## config.mk

```make
export PLATFORM = sky130hd
export DESIGN_NAME = serial_subtractor
export DESIGN_NICKNAME = d
export VERILOG_FILES = /design/src/rtl/serial_sub_pkg.sv /design/src/rtl/serial_subtractor_sub_chunk.sv /design/src/rtl/serial_subtractor.sv
export SDC_FILE = /design/constraint.sdc
export NUM_CORES = 1
export LEC_CHECK = 0
export CORE_ASPECT_RATIO = 0.7
export CORE_MARGIN = 10
export CORE_UTILIZATION = 44
export DETAILED_ROUTE_END_ITERATION = 7
export PLACE_DENSITY = 0.76
export SLEW_MARGIN = 20
export SYNTH_ARGS = -nofsm -noshare
export SYNTH_HDL_FRONTEND = slang
export SYNTH_SLANG_ARGS = --single-unit
```

## constraint.sdc

```tcl
create_clock -name clk -period 12.07 [get_ports clk]
set_clock_uncertainty 0.2 [all_clocks]
set_input_delay 3.621 -clock clk [delete_from_list [all_inputs] [get_ports clk]]
set_output_delay 3.621 -clock clk [all_outputs]
set_load 0.03 [all_outputs]
```

## src/rtl/serial_sub_pkg.sv

```systemverilog
// Shared types and helpers for the chunk-serial subtractor.
// Optional back-to-back mode: SERIAL_SUB_B2B_EN.
package serial_sub_pkg;

  typedef enum logic [1:0] {
    IDLE = 2'd0,
    BUSY = 2'd1,
    DONE = 2'd2
  } state_t;

  // Counter width that stays >= 1 even for a single chunk.
  function automatic int cnt_w(input int n);
    return (n > 1) ? $clog2(n) : 1;
  endfunction

endpackage

```

## src/rtl/serial_subtractor_sub_chunk.sv

```systemverilog
// W-bit ripple chain computing a + ~b + cin.
// Used once by serial_subtractor, one chunk per cycle.
module sub_chunk #(
  parameter int W = 8
) (
  input  logic [W-1:0] a,
  input  logic [W-1:0] b,
  input  logic         cin,
  output logic [W-1:0] s,
  output logic         cout
);

  logic [W:0]   c;
  logic [W-1:0] nb;

  assign nb   = ~b;
  assign c[0] = cin;

  for (genvar i = 0; i < W; i++) begin : g_fa
    assign s[i]   = a[i] ^ nb[i] ^ c[i];
    assign c[i+1] = (a[i] & nb[i]) | (c[i] & (a[i] ^ nb[i]));
  end

  assign cout = c[W];

endmodule

```

## src/rtl/serial_subtractor.sv

```systemverilog
// Chunk-serial d = a - b - bin, W bits per cycle, LSB first.
// Define SERIAL_SUB_B2B_EN to accept new operands while retiring a result.
module serial_subtractor
  import serial_sub_pkg::*;
#(
  parameter int N = 32,
  parameter int W = 8
) (
  input  logic         clk,
  input  logic         rst_n,
  input  logic         in_valid,
  output logic         in_ready,
  input  logic [N-1:0] a,
  input  logic [N-1:0] b,
  input  logic         bin,
  output logic         out_valid,
  input  logic         out_ready,
  output logic [N-1:0] d,
  output logic         bout,
  output logic         zero,
  output logic         ovf
);

  localparam int NCH = N / W;
  localparam int CW  = cnt_w(NCH);

  if (N % W != 0) begin : g_bad_w
    $error("serial_subtractor: N must be a multiple of W");
  end

  state_t         state;
  logic [N-1:0]   a_r;
  logic [N-1:0]   b_r;
  logic           carry;
  logic [CW-1:0]  cnt;
  logic           as_r;
  logic           bs_r;
  logic [W-1:0]   s;
  logic           cout;
  logic [N-1:0]   d_nxt;
  logic           accept;
  logic           last;

  sub_chunk #(.W(W)) u_chunk (
    .a    (a_r[W-1:0]),
    .b    (b_r[W-1:0]),
    .cin  (carry),
    .s    (s),
    .cout (cout)
  );

  // Result fills from the top so chunk 0 lands at the LSB.
  if (NCH == 1) begin : g_one
    assign d_nxt = s;
  end else begin : g_many
    assign d_nxt = {s, d[N-1:W]};
  end

`ifdef SERIAL_SUB_B2B_EN
  assign in_ready = rst_n &
    ((state == IDLE) |
     ((state == DONE) & out_ready));
`else
  assign in_ready = rst_n & (state == IDLE);
`endif

  assign out_valid = (state == DONE);
  assign accept    = in_valid & in_ready;
  assign last      = (cnt == CW'(NCH - 1));

  always_ff @(posedge clk or negedge rst_n) begin
    if (!rst_n) begin
      state <= IDLE;
      a_r   <= '0;
      b_r   <= '0;
      carry <= 1'b0;
      cnt   <= '0;
      as_r  <= 1'b0;
      bs_r  <= 1'b0;
      d     <= '0;
      bout  <= 1'b0;
      zero  <= 1'b0;
      ovf   <= 1'b0;
    end else if (accept) begin
      a_r   <= a;
      b_r   <= b;
      carry <= ~bin;
      cnt   <= '0;
      as_r  <= a[N-1];
      bs_r  <= b[N-1];
      state <= BUSY;
    end else begin
      unique case (state)
        IDLE: ;
        BUSY: begin
          a_r   <= a_r >> W;
          b_r   <= b_r >> W;
          carry <= cout;
          cnt   <= cnt + CW'(1);
          d     <= d_nxt;
          if (last) begin
            state <= DONE;
            bout  <= ~cout;
            zero  <= (d_nxt == '0);
            ovf   <= (as_r != bs_r) &&
                     (d_nxt[N-1] != as_r);
          end
        end
        DONE: begin
          if (out_ready) state <= IDLE;
        end
        default: state <= IDLE;
      endcase
    end
  end

endmodule

```

# After elaboration in Yosys (flattened, before gate mapping)
# Index checks and enable logic that the tools add are counted.
# Widths: inputs -> output; s select.
classes:
  reduce_logical: 7
  mux: 12
  bitwise_logic: 46
  n_eq_ne: 8
  addsub: 1
ops:
  columns: ["operator", "count"]
  rows:
  - ["$mux 32", 4]
  - ["$logic_not 32->1", 1]
  - ["$and 1x1->1", 18]
  - ["$xor 1x1->1", 16]
  - ["$mux 2", 5]
  - ["$not 8->8", 1]
  - ["$or 1x1->1", 8]
  - ["$pmux 2 s3", 1]
  - ["$reduce_and 3->1", 2]
  - ["$eq 2x2->1 const B", 2]
  - ["$ne 3x1->1 const B", 1]
  - ["$ne 3x3->1 const B", 1]
  - ["$not 1->1", 3]
  - ["$add 2x1->2 const B", 1]
  - ["$eq 2x1->1 const B", 1]
  - ["$logic_not 2->1", 1]
  - ["$mux 1", 2]
  - ["$ne 1x1->1", 2]
  - ["$ne 2x2->1 const B", 1]
  - ["$reduce_and 2->1", 1]
  - ["$reduce_bool 2->1", 1]
  - ["$logic_and 1x1->1", 1]
totals:
  word_cells: 85
  out_inout_bits: 37
  reg_bits: 106
  input_bits: 69

# Logic depth before layout (Yosys ltp)
# Gate-level depths: netlist of the first run.
logic_depth:
  word_depth: 20
  ltp_mapped: 14
  depth_no_buf: 14

# By module
# Synthesis of the first run repeated with hierarchy kept, for this count alone.
unflattened:
  hier_cells: 468
  area_unflattened_um2: 4732.0
by_module_without_submodules:
  columns: ["mod", "area_each_um2", "cells_per_inst", "seq_area_each_um2", "instances"]
  rows:
  - ["serial_subtractor", 4504.3, 442, 2652.5, 1]
  - ["sub_chunk", 227.7, 26, 0.0, 1]

# Worst setup path after synthesis of the first run
# Ideal clock, no wire load.
synth_timing:
  kind: "input-to-output"
  start: "in rst_n"
  end: "out in_ready"
  n_path_buf: 0
  setup_slack_ps: 3897
  arrival_ps: 4352
  stages: 1
  required_ps: 8249
  cell_sequence: "nor3b_1"
synth_between:
  elab_chain_cells: 1
synth_lines:
  columns: ["element", "line", "source"]
  rows:
  - ["start, declared", "serial_subtractor.sv:10", "input logic rst_n,"]
  - ["$and 1x1->1", "serial_subtractor.sv:64", "assign in_ready = rst_n & (state == IDLE);"]
  - ["end, declared", "serial_subtractor.sv:12", "output logic in_ready,"]
# No other way between the ends.

# Worst setup path in the final report of the first run
# Same ends and word-level chain as after synthesis.

==> metrics, run 1 <==
run status=complete, no violations; RSZ-0062 raised after global routing=no; initial core utilization=44.6%; post-synthesis compound-gate area fraction=11.7%; Die Y-Extent=105 um; syn_area_per_cell=9.89 um2; PD cells=274 nW/um2; vias in the first global route=3742; Seq. cell area=2650 um2; Worst Hold Class=flop to flop; Max-slew headroom=37.4%; Antenna Cells=0; Leak=2.89 nW; Die ar.=15000 um2; area delta synth->final=30.0%; worst path bufs/invs=2; Crit path required time=8.25 ns; vias per inst=5.45; multiplexer share of the synthesized area=0.491%; slowest stage delay, CP=0.70 ns; Slew Viols, Final=0; IO Pins=106; CP cell instances=buf_4 > nor3b_1 > clkdlybuf4s50_1; largest net degree at the start of global routing=91; hpwl dp=8.28 mm; RR Startpoint=a_r[0]$_DFFE_PN0P_; TritonCTS clock tree=yes; Worst Setup SP=rst_n; Total GRT Usage=16.1%; Inst Count DP=672; GR Overflow Total=0; Setup Buffers After CTS=0; WHS=0.277 ns; post-DR wirelength/cell=17.3 um; Placement Setup Slack=3.07 ns; top cell family by delay on the critical path=buffers and inverters; Crit Path Max Fanout=55; hold_sp=d[1]$_DFFE_PN0P_; via count=3728; max-cap violation count=0; Clk pin slew, worst setup/hold paths=0.06 ns; DRC=0; die outline width=142 um; critical setup path kind=input port to output port; Num CTS Buffers=9; area of the multi-input gates=1760 um2; largest area contributor in the netlist=dfrtp_1; Post-Synth XOR/XNOR Area=0%; PnR Total Power=1.63 mW; final cell count without fillers=684; WP data arrival=5.13 ns; #FFs+latches synth=106; Detailed Routing Iterations Pass 1=5; setup ws final=3.12 ns; Fin. Hold Viols=0; Synth Net Count=542; root buf cell=clkbuf_16; Worst Tran Pin Value=0.939 ns; Post-Synthesis Cells=464; Fmax achieved=112 MHz; H-tree Lvls=3; Iter 0 DRT Violations=253; endpoint class of the critical path=output port; main combinational cell family by area after synthesis=simple AND/OR/NAND/NOR gates; Post-Synth Simple-Gate Area=22.0%; nets=629; post-synthesis adder-cell area fraction=3.76%; ratio of cells with drive above 1 in the final layout=4.71%; Synth Cell Area=4590 um2; maximum clock path buffer count=2; VDD IR-drop max=0.121 mV; post-layout minimum cycle time=8.95 ns; slowest library cell on the worst path=clkdlybuf4s50_1; post-route ant nets=0; Worst-Skew Late Latency=0.34 ns; setup total negative slack=0 ns; Finished Cell Area=5960 um2; drt total wl=11.8 mm; # clock sinks=106; final core occ=58.0%; GPL Wtd Cong=0.779; Yosys warnings=0; PostCTS Resize Cnt=0; Yosys cell types=31; Setup-failing EPs final=0; initial antenna violation count=0; period utilisation layout=74.1%; Startpoint Class=input port; Core Footprint=10300 um2; CTS Hold Bufs=0; DP Area=5700 um2; largest cells by area after synthesis=dfrtp_1 58%, nand2_1 13%, nand3_1 5.3%; Synth top area share=57.8%; first-pass GRT wire length=19.5 mm; Seq/Total Area, Yosys=57.8%; Synth async-reset ratio=100%; fill cell count=868; number of synthesized flops with an enable pin=0; Core Rows=31; number of buffers inserted by port buffering=105; dominant synthesized flop cell=dfrtp_1
[state kept, by name, summed over array words and instances (netlist names)]
register	flops
bout	1
a_r	32
zero	1
cnt	2
d	32
bs_r	1
as_r	1
carry	1
state	2
ovf	1
b_r	32
[cell usage in the layout, fill, tap and decap left out, types with 9 or more instances in the layout]
master	Yosys	layout
a22oi_1	32	32
clkdlybuf4s50_1	0	104
nand3_1	49	49
clkbuf_16	0	9
nand2_1	156	156
dfrtp_1	106	106
a21o_1	9	9
inv_1	9	9
[layer usage]
| metal | routed length [um] | vias up | GRT usage, % |
|---|---|---|---|
| met5 | 0 | - | 0 |
| met4 | 101 | 0 | 3.71 |
| met3 | 977 | 10 | 5.92 |
| met2 | 5560 | 112 | 24.4 |
| met1 | 5200 | 1856 | 21.4 |
| li1 | - | 1750 | - |
[tightest hold or removal path, cell delays in order (launching register included)]
cell     delay, ns
dfrtp_1       0.34
nand2_1       0.05
nand2_1       0.05
[cell families (layout without fill, tap and decap cells)]
logic type,count (synthesis),count (layout)
fa+ha+maj,9,9
flops,106,106
mux,2,2
buf+inv,45,133
simple gates,232,232
compound gates,70,70
[cell type report]
type,instances,area share (%)
clock buffers,11,3.90
clock inverters,1,0.504
inverters,12,0.755
multi-input cells,313,29.5
flip-flops and latches,106,44.5
well taps,132,2.77
repair buffers,109,18.1
[final timing paths]
kind                                          end  slack, ns  cells past startpoint
worst max-delay path                     in_ready       3.12                      3
worst min-delay path             d[1]$_DFFE_PN0P_       0.28                      2
worst max register to register   zero$_DFFE_PN0P_       7.01                     14
worst min register to register   d[1]$_DFFE_PN0P_       0.28                      2
max in group asynchronous        bs_r$_DFFE_PN0P_       7.37                      2
min in group asynchronous       d[27]$_DFFE_PN0P_       3.13                      1
[power breakdown]
part | switching [mW] | internal [mW] | total, mW | leakage, nW
combinational | 0.449 | 0.297 | 0.747 | 1.40
clock | 0.115 | 0.156 | 0.272 | 0.127
sequential | 0.109 | 0.504 | 0.613 | 1.36
[cell usage after synthesis (all sizes together) (2+ instances only)]
cell type	count
fa	8
inv	12
nor3	8
nor3b	2
a21o	9
a22o	8
dfrtp	106
a22oi	32
nand2	156
a221o	8
buf	17
clkbuf	16
nand4	2
o21ai	10
nor4	6
nand3	49
nor2b	2
mux2	2
nand2b	2
No activity file was read; power rests on OpenSTA's default activity.
==> inputs of run 2 (changes only) <==
clock period = 9.3 ns   (was 12.07 ns; I/O delays follow)
==> run 2 against run 1 <==
  * Register-to-register slack lost 2.7 ns
  * Highest routed layer unchanged
  * Sequential power grew 30%
  * Clock-buffer cell count fell by 2
  * Setup slack lost 0.88 ns
  * Utilization increased by 0.63 points
  * First-iteration DRC count down 5.9%
  * Cell count rose by 0.58%
  * Final area grew 1.1%
  * Largest cell class unchanged
  * Worst hold slack lost 0.0010 ns
  * Clock power is 50% higher
  * Critical endpoint unchanged
  * Die area stayed put
  * Critical path depth unchanged
==> metrics, run 2 (same netlist as run 1, synthesis figures left out) <==
PostCTS Resize Cnt=0 (unchanged); vias in the first global route=3723 (-0.51%); top cell family by delay on the critical path=buffers and inverters; Placement Setup Slack=2.22 ns (-0.853 ns); Worst Tran Pin Value=0.960 ns (+0.0213 ns); WP data arrival=4.07 ns (-1.06 ns); vias per inst=5.37 (-1.5%); Leak=2.92 nW (+1.1%); Die Y-Extent=105 um (unchanged); Detailed Routing Iterations Pass 1=5 (unchanged); ratio of cells with drive above 1 in the final layout=5.76% (+1.0 points); Crit Path Max Fanout=28 (-49%); slowest library cell on the worst path=clkdlybuf4s50_1; Antenna Cells=0 (unchanged); max-cap violation count=0 (unchanged); post-DR wirelength/cell=17.1 um (-1.0%); combinational fraction of design power=44.3% (-1.5 points); sequential share of power=36.8% (-0.8 points); reg2reg end=zero$_DFFE_PN0P_; RR Startpoint=b_r[0]$_DFFE_PN0P_; GR Overflow Total=0 (unchanged); Worst-Skew Late Latency=0.34 ns (about the same); critical setup path kind=input port to output port; first-pass GRT wire length=19.4 mm (-0.99%); DP Area=5700 um2 (unchanged); Core Footprint=10300 um2 (unchanged); drt total wl=11.8 mm (-0.46%); PD cells=359 nW/um2 (+31%); setup ws final=2.24 ns (-0.881 ns); Sw Pwr=0.889 mW (+32%); Largest regs=a_r: 32 flops, b_r: 32 flops, d: 32 flops; run status=complete, no violations; sw frac=41.1% (-0.23 points); Fmax achieved=142 MHz; root buf cell=clkbuf_16; P_int=1.28 mW (+33%); CP cell instances=buf_4 > nor3b_1 > clkdlybuf4s50_1; CTS Hold Bufs=0 (unchanged); WP depth=3 (unchanged); Fin. Hold Viols=0 (unchanged); TritonCTS clock tree=yes; # clock sinks=106 (unchanged); Setup-failing EPs final=0 (unchanged); commonest non-fill, non-tap cells in the layout=156 x nand2_1, 106 x dfrtp_1, 104 x clkdlybuf4s50_1, 49 x nand3_1, 32 x a22oi_1; Die ar.=15000 um2 (unchanged); Setup Buffers After CTS=0 (unchanged); Inst Count DP=672 (unchanged); nets=629 (unchanged); Reg2Reg Setup Slack=4.31 ns (-2.70 ns); VDD IR-drop max=0.145 mV (+20%); Hold EP=d[2]$_DFFE_PN0P_; period utilisation layout=75.9%; Startpoint Class=input port; worst path bufs/invs=2 (unchanged); post-route ant nets=0 (unchanged); maximum clock path buffer count=2 (unchanged); Core Rows=31 (unchanged); setup total negative slack=0 ns (unchanged); clock group share of total power=18.9% (+2.3 points); WHS=0.276 ns (-0.00100 ns); initial antenna violation count=0 (unchanged); most common cell after layout, fill and taps aside=nand2_1; die outline width=142 um (unchanged); Iter 0 DRT Violations=238 (-5.9%); WHS Path Cells=2 (unchanged); Worst Hold Class=flop to flop; DRC=0 (unchanged); Reg2Reg Depth=13 (-1); area delta synth->final=31.4%; PnR Total Power=2.17 mW (+33%); Max-slew headroom=36.0% (-1.4 points); number of buffers inserted by port buffering=105 (unchanged); slowest stage delay, CP=0.71 ns (about the same); IO Pins=106 (unchanged); final cell count without fillers=688 (+0.58%); initial core utilization=44.6% (unchanged); RSZ-0062 raised after global routing=no; Slew Viols, Final=0 (unchanged); via count=3692 (-0.97%); Finished Cell Area=6030 um2 (+1.1%); endpoint class of the critical path=output port; H-tree Lvls=3 (unchanged); hold_sp=d[2]$_DFFE_PN0P_; Num CTS Buffers=9 (unchanged); Total GRT Usage=15.9% (-0.19 points); post-layout minimum cycle time=7.06 ns; Clk pin slew, worst setup/hold paths=0.07 ns (about the same); final core occ=58.6% (+0.63 points); Crit path required time=6.31 ns (-1.94 ns); GPL Wtd Cong=0.790 (+1.4%); largest net degree at the start of global routing=91 (unchanged); hpwl dp=8.28 mm (about the same)
-- run 2: cell count changes in the layout (fill, tap and decap cells not counted), sizes merged --
cell      change
clkinv        +1
clkinvlp      +1
inv           +3
clkbuf        -2
bufinv        +1
-- run 2: power groups by stage --
stage | Combinational, mW | Clock, mW | Sequential [mW]
6_report | 0.958 | 0.409 | 0.798
5_1_grt | 1.06 | 0.440 | 0.822
4_1_cts | 0.968 | 0.419 | 0.797
3_5_place_dp | 0.965 | 0 | 0.806
3_3_place_gp | 0.937 | 0 | 0.792
2_1_floorplan | 0.546 | 0 | 0.884
-- run 2: routing by layer --
| layer | track usage [%] | share of wire, % | up-vias |
|---|---|---|---|
| met3 | 5.96 | 8.5 | 8 |
| li1 | - | - | 1756 |
| met2 | 24.2 | 46 | 129 |
| met4 | 2.62 | 0.43 | 0 |
| met1 | 21.4 | 45 | 1799 |
| met5 | 0 | 0 | - |
-- run 2: layout make-up --
| class | count | area [um2] |
|---|---|---|
| Clock inverter | 7 | 98.8 |
| Clock buffer | 9 | 225 |
| Multi-Input combinational cell | 313 | 1760 |
| Fill cell | 845 | 4250 |
| Timing Repair Buffer | 109 | 1080 |
| Sequential cell | 106 | 2650 |
| Tap cell | 132 | 165 |
| Inverter | 12 | 45.0 |
-- run 2: worst max-delay path by stage --
stage | start | slack [ns] | end
floorplan | rst_n | 2.79 | in_ready
global placement | rst_n | 2.24 | in_ready
detailed placement | rst_n | 2.22 | in_ready
CTS | rst_n | 2.22 | in_ready
global route | rst_n | 2.15 | in_ready
finish | rst_n | 2.24 | in_ready
-- run 2: worst reg2reg max path, delay by kind of cell, from the launching register on --
family          cells  cell delay [ns]
simple gates        2             0.67
buf+inv             2             0.13
fa+ha+maj           8             3.15
compound gates      1             0.30
flops               1             0.42
